<file path="config.mk">
export PLATFORM = sky130hd
export DESIGN_NAME = n_eight_bit_rx
export DESIGN_NICKNAME = d
export VERILOG_FILES = /design/src/rtl/n_eight_bit_pkg.sv /design/src/rtl/n_eight_bit_accum.sv /design/src/rtl/n_eight_bit_rx.sv
export SDC_FILE = /design/constraint.sdc
export NUM_CORES = 1
export LEC_CHECK = 0
export CORE_ASPECT_RATIO = 0.9
export CORE_MARGIN = 4
export CORE_UTILIZATION = 40
export CTS_BUF_LIST = sky130_fd_sc_hd__clkbuf_2 sky130_fd_sc_hd__clkbuf_4 sky130_fd_sc_hd__clkbuf_8
export DETAILED_ROUTE_END_ITERATION = 6
export PLACE_DENSITY_LB_ADDON = 0.12
export SLEW_MARGIN = 10
export SYNTH_ARGS = -nofsm -noshare
export SYNTH_HDL_FRONTEND = slang
export SYNTH_SLANG_ARGS = --single-unit
</file>
<file path="constraint.sdc">
create_clock -name clk -period 1.8 [get_ports clk]
set_input_delay 0.36 -clock clk [delete_from_list [all_inputs] [get_ports clk]]
set_output_delay 0.36 -clock clk [all_outputs]
set_load 0.05 [all_outputs]
</file>
<file path="src/rtl/n_eight_bit_pkg.sv">
// Shared definitions for the n_eight_bit byte producer/receiver pair.
package n_eight_bit_pkg;
  localparam int DATA_W_DEF    = 8;
  localparam int NUM_BYTES_DEF = 8;

  typedef enum logic {IDLE = 1'b0, ACK = 1'b1} rx_state_t;

  // Sum width wide enough that NUM_BYTES full-scale bytes never overflow.
  function automatic int sum_w_f(input int data_w, input int num_bytes);
    return data_w + $clog2(num_bytes);
  endfunction
endpackage

</file>
<file path="src/rtl/n_eight_bit_accum.sv">
// Running byte accumulator and beat counter for one frame.
module n_eight_bit_accum #(
  parameter int DATA_W = 8,
  parameter int CNT_W  = 3,
  parameter int SUM_W  = 11
) (
  input  logic              clk,
  input  logic              rst_n,
  input  logic              add_en,
  input  logic              last_rel,
  input  logic              clr,
  input  logic [DATA_W-1:0] data,
  output logic [SUM_W-1:0]  acc,
  output logic [CNT_W-1:0]  beat_cnt,
  output logic              wrap
);
  logic [SUM_W-1:0] acc_q, acc_d;
  logic [CNT_W-1:0] cnt_q, cnt_d;

  always_comb begin
    acc_d = acc_q;
    cnt_d = cnt_q;
    if (clr) begin
      acc_d = '0;
      cnt_d = '0;
    end else if (add_en) begin
      acc_d = acc_q + {{CNT_W{1'b0}}, data};
      cnt_d = cnt_q + CNT_W'(1);
    end else if (last_rel) begin
      acc_d = '0;
    end
  end

  always_ff @(posedge clk or negedge rst_n) begin
    if (!rst_n) begin
      acc_q <= '0;
      cnt_q <= '0;
    end else begin
      acc_q <= acc_d;
      cnt_q <= cnt_d;
    end
  end

  assign acc      = acc_q;
  assign beat_cnt = cnt_q;
  // Counter back at zero while in ACK means the final beat of the frame was taken.
  assign wrap     = (cnt_q == '0);
endmodule

</file>
<file path="src/rtl/n_eight_bit_rx.sv">
// Four-phase req/ack byte receiver; sums NUM_BYTES bytes per frame.
module n_eight_bit_rx
  import n_eight_bit_pkg::*;
#(
  parameter int DATA_W    = DATA_W_DEF,
  parameter int NUM_BYTES = NUM_BYTES_DEF,
  parameter int CNT_W     = $clog2(NUM_BYTES),
  parameter int SUM_W     = sum_w_f(DATA_W, NUM_BYTES)
) (
  input  logic              clk,
  input  logic              reset,
  input  logic              clear,
  input  logic              req,
  input  logic              en,
  input  logic [DATA_W-1:0] a,
  output logic              ack,
  output logic [CNT_W-1:0]  beat_cnt,
  output logic              busy,
  output logic [SUM_W-1:0]  sum,
  output logic              sum_valid
);
  rx_state_t        state_q;
  logic             ack_q, sum_valid_q;
  logic [SUM_W-1:0] sum_q;
  logic [SUM_W-1:0] acc;
  logic             wrap, add_en, last_rel;

  assign add_en   = clear && (state_q == IDLE) && req && en;
  assign last_rel = clear && (state_q == ACK) && !req && wrap;

  n_eight_bit_accum #(.DATA_W(DATA_W), .CNT_W(CNT_W), .SUM_W(SUM_W)) u_accum (
    .clk      (clk),
    .rst_n    (reset),
    .add_en   (add_en),
    .last_rel (last_rel),
    .clr      (!clear),
    .data     (a),
    .acc      (acc),
    .beat_cnt (beat_cnt),
    .wrap     (wrap)
  );

  always_ff @(posedge clk or negedge reset) begin
    if (!reset) begin
      state_q     <= IDLE;
      ack_q       <= 1'b0;
      sum_q       <= '0;
      sum_valid_q <= 1'b0;
    end else begin
      sum_valid_q <= 1'b0;
      if (!clear) begin
        // Abort drops the partial frame but keeps the last good sum.
        state_q <= IDLE;
        ack_q   <= 1'b0;
      end else begin
        case (state_q)
          IDLE: if (req && en) begin
            ack_q   <= 1'b1;
            state_q <= ACK;
          end
          ACK: if (!req) begin
            ack_q   <= 1'b0;
            state_q <= IDLE;
            if (wrap) begin
              sum_q       <= acc;
              sum_valid_q <= 1'b1;
            end
          end
          default: state_q <= IDLE;
        endcase
      end
    end
  end

  assign ack       = ack_q;
  assign sum       = sum_q;
  assign sum_valid = sum_valid_q;
  assign busy      = ack_q || (beat_cnt != '0);
endmodule

</file>
======== Word-level counts from Yosys, hierarchy flattened ========
Index checks and enable logic that the tools add are counted.
storage, ports and cells
  input port bits ......................... 13
  register bits after elaboration ......... 28
  output and inout port bits .............. 17
cells by class
  eq/ne operators ......................... 4
  multiplexer cells ....................... 17
  reduce and logical (&&, ||, !) cells .... 13
  add/sub/neg operators ................... 2
  bitwise gates (word level) .............. 2
operators by type and width
  kind                   number
  $mux W11               3
  $add A11 B8 Y11        1
  $mux W1                10
  $logic_and A1 B1 Y1    7
  $mux W3                2
  $pmux W1 S2            2
  $reduce_and A4 Y1      1
  $add A3 B1 Y3 const B  1
  $logic_not A3 Y1       1
  $ne A3 B1 Y1 const B   1
  $ne A3 B2 Y1 const B   1
  $ne A3 B3 Y1 const B   1
  $reduce_bool A3 Y1     1
  $ne A2 B1 Y1 const B   1
  $not A1 Y1             2
  $reduce_and A2 Y1      1
  $logic_not A1 Y1       1
  $logic_or A1 B1 Y1     1

======== Depth between registers and ports, before layout ========
  depth after elaboration ................. 6
  depth in mapped cells ................... 8
  mapped depth without buffers ............ 8

======== By module ========
A second synthesis with hierarchy kept.
unflattened totals
  cell total of the unflattened synthesis .. 136
  area total of the unflattened synthesis .. 1539.0 um^2
by module, submodules not included
  module             instances  area an instance (um^2)  cells an instance
  n_eight_bit_accum  1          938.4                    97
  n_eight_bit_rx     1          600.6                    39

======== Least setup slack after synthesis ========
Ideal clock, no wire load.
  path kind ............................... reg2reg
  start point ............................. register u_accum.acc_q[0] (netlist: u_accum.acc[0])
  end point ............................... register u_accum.acc_q[6] (netlist: u_accum.acc[6])
  library setup time ...................... 0.083 ns
  path slack .............................. -0.045 ns
  arrival ................................. 1.762 ns
  period minus slack after synthesis ...... 1.845 ns
  cell stages (with the launch flop) ...... 8
  buffers on the path ..................... 0
  cell sequence ........................... dfrtp_1 ha_1 fa_1 a21o_1 a21oi_2 o21ai_0 xnor2_1 o21ai_0
on the way
  word-level cells in the longest chain between the ends .. 3
RTL lines
  element                 line                     RTL
  from (decl)             n_eight_bit_accum.sv:17  logic [SUM_W-1:0] acc_q, acc_d;
  from (signal assigned)  n_eight_bit_accum.sv:36  acc_q <= '0;
  from (signal assigned)  n_eight_bit_accum.sv:39  acc_q <= acc_d;
  $add A11 B8 Y11         n_eight_bit_accum.sv:27  acc_d = acc_q + {{CNT_W{1'b0}}, data};
  $mux W11                n_eight_bit_accum.sv:26  end else if (add_en) begin
  $mux W11                n_eight_bit_accum.sv:23  if (clr) begin
Every way passes these cells.
A chain may end at the register's enable or synchronous reset.

======== Worst setup path in the final report ========
Ends and elaborated chain as after synthesis.

==> out/results.ini <==
[synth]
synth_top_area_frac = 0.4819
yosys-top-cells-area = dfrtp_1 48%, nand2_1 13%, ha_1 8.6%
synth.avg_cell_area_um2 = 9.565
synth_edf_count = 0
syn_nets = 176
postSynth.asyncResetShare = 1.000
ys_warn_count = 0
syn_inst = 152
synth_cell_types = 31
synth_common_cells = 49 x nand2_1, 28 x dfrtp_1, 10 x ha_1, 8 x o21ai_0, 7 x a21oi_1
synth_seq_area_share = 0.4819
synthFlopType = dfrtp_1
synth.most_common_cell = nand2_1
netlist_area_um2 = 1454
synth_area_leader_cell = dfrtp_1
ys_ff_latch = 28

[global_route]
grt_max_degree = 29
grt_pass1_vias = 1223
gr-total-overflow = 0
antenna_found_initial = 0
grt_pass1_wl_mm = 5.671
grtUsageTotal = 0.1513

[place]
gp_congestion = 0.7360
dpl.cell_count = 245
io_buffers = 29
dp_hpwl_mm = 2.493

[worst_setup_path]
path_class = reg2reg
endpoint_kind = register
cp.arrival_ns = 2.02
crit_path_cell_trace = ha_4, fa_2, a21o_1, a21oi_4, buf_6, o21ai_2, xnor2_1, o21ai_1
crit_path_max_fanout = 3
cp.depth = 8
critPathLaunchType = register
r2r_slack_ns = -0.06
cp_top_family = compound AO/OA/AOI/OAI gates
reg2regPathDepth = 8
r2r-start = u_accum.acc[0]
cp_slowest_stage_delay_ns = 0.42
r2r-end = u_accum.acc[6]
slowest_stage = dfrtp_1
worstPathRequired_ns = 1.96
path_buf_inv = 1

[cells_and_area]
num_antenna_cells = 0
ff_latch_area_um2 = 701.9
multi_input_area_um2 = 837.1
num-fill-cells = 271
layout-drive-gt1-share = 0.3581
syn2layout_area_growth_pct = 52.07
instances_no_fill = 259
nNetsFinal = 240

[timing]
finClkSkew_ns = 0.001527
setup_ws_ns = -0.05872
hold_violations = 0
rsz0062_at_grt = true
worst_slew_pin_slew_ns = 0.4772
min_period_over_period = 1.033
slew_violations = 0
maxSlewHeadroom = 0.6815
post-route-min-period_ns = 1.859
finalSetupViolations = 3
max_freq_mhz = 538.0

[die]
fp-row-count = 20
io_pins = 30
dieArea_um2 = 4665
die_y_um = 65.20
start_util = 0.4241
floorplan.die.width_um = 71.55
core_area_um2 = 3428

[status]
outcome = complete, but fails checks
failed_checks = negative setup slack

[drt]
route.detailed.drc = 0
via_per_inst = 4.822
wl_mm = 3.334
postRouteAntennaNets = 0
routed-via-count = 1249
dr.pass1.iters = 4
wl_per_cell_um = 12.87
drt_iter0_drc = 103

[clock_tree]
cts_buffers = 3
clk_pin_slew_ns = 0.09
clock_latency_ns = 0.27
hold_buffers = 0
htree_levels = 1
clock_sinks = 28
tritoncts = done
cts_max_path_buffers = 2
cts-root-buf = clkbuf_8

[power]
leakage_uw = 0.001124
ir_worst_vdd_mv = 0.6330
power_density_nw_per_um2 = 751.1
design_power_total_uw = 1660

[run]
maxCapViolations = 0

[worst_hold_path]
hold_path.class = in2async

layout by cell type, fill, tap and decap left out, types with 2 or more instances in the layout:
cell type,count
and2_1,2
nor2_1,2
buf_4,49
o21a_1,3
inv_2,2
ha_1,5
dlymetal6s2s_1,3
nor2b_1,2
nand2_1,49
o21ai_0,3
a22o_1,3
xor2_1,2
clkbuf_8,3
dlygate4sd2_1,2
xnor2_1,6
a21oi_1,7
o211ai_1,2
ha_4,5
buf_6,2
o21ai_1,3
o21ai_2,3
a21o_1,2
dfrtp_1,27
clkdlybuf4s50_1,7
nand3_1,3
metrics by stage:
stage / hold WS, ns / setup slack [ns] / utilization / instance area, um2 / setup TNS (ns)
6_report: 0.4567 / -0.05872 / 0.6449 / 2211 / -0.1604
5_1_grt: 0.4875 / -0.1610 / 0.6449 / 2211 / -0.5944
4_1_cts: 0.4642 / -0.1343 / 0.6099 / 2091 / -0.3156
3_5_place_dp: 0.4654 / -0.6721 / 0.5631 / 1931 / -8.440
3_3_place_gp: 0.4606 / -0.5138 / 0.5631 / 1931 / -5.759
2_1_floorplan: 0.06441 / 0.001820 / - / 1463 / 0
sequential cells by signal, indices dropped and copies added, names as in the netlist:
| signal | cells |
|---|---|
| u_accum.acc | 11 |
| sum | 11 |
| sum_valid | 1 |
| state_q | 1 |
| u_accum.beat_cnt | 3 |
| ack | 1 |
worst max-delay path by stage:
stage,start,slack (ns),end
floorplan,u_accum.beat_cnt[1],0.002,busy
global placement,req,-0.51,u_accum.acc[8]
detailed placement,req,-0.67,u_accum.acc[8]
CTS,u_accum.acc[0],-0.13,u_accum.acc[8]
global route,u_accum.acc[0],-0.16,u_accum.acc[6]
finish,u_accum.acc[0],-0.06,u_accum.acc[6]
repair_timing:
action                                  CTS  global route
gates resized for setup                  20            15
endpoints found under the setup margin   12            19
buffers inserted                          4             6
cloned                                    0             0
pin swaps                                10            12
layer usage:
| metal | vias to the layer above | global-route usage | part of all wire |
|---|---|---|---|
| met5 | - | 0 | 0 |
| met4 | 0 | 0.02817 | 0.0093 |
| met3 | 4 | 0.03211 | 0.039 |
| met2 | 22 | 0.2500 | 0.47 |
| met1 | 586 | 0.2064 | 0.48 |
| li1 | 637 | - | - |
power by group:
group	leakage [uW]	internal, uW	switching [uW]	total [uW]
Combinational	0.000705	218	257	475
Sequential	0.000383	667	29.5	696
Clock	0.0000357	298	192	490
layout make-up:
| type | count | share of cell area |
|---|---|---|
| Multi-Input combinational cell | 116 | 0.3786 |
| Clock inverter | 1 | 0.01358 |
| Sequential cell | 28 | 0.3175 |
| Tap cell | 44 | 0.02490 |
| Clock buffer | 3 | 0.01868 |
| Inverter | 3 | 0.006791 |
| Timing Repair Buffer | 64 | 0.2400 |
worst reg2reg max path: cells and delay by family, from the launching register on:
kind | cells | cell delay (ns)
buf+inv | 1 | 0.12
compound gates | 4 | 0.55
xor+xnor | 1 | 0.15
flops | 1 | 0.42
fa+ha+maj | 2 | 0.52
cells by family after synthesis:
logic type | count (synthesis) | share of synthesized area
AND/OR/NAND/NOR | 67 | 0.2040
adder cells (fa/ha/maj) | 11 | 0.09983
AO/OA/AOI/OAI | 30 | 0.1429
buffers and inverters | 8 | 0.02323
flip-flops | 28 | 0.4819
XOR/XNOR | 8 | 0.04819
Power figures use the tool's default switching activity.
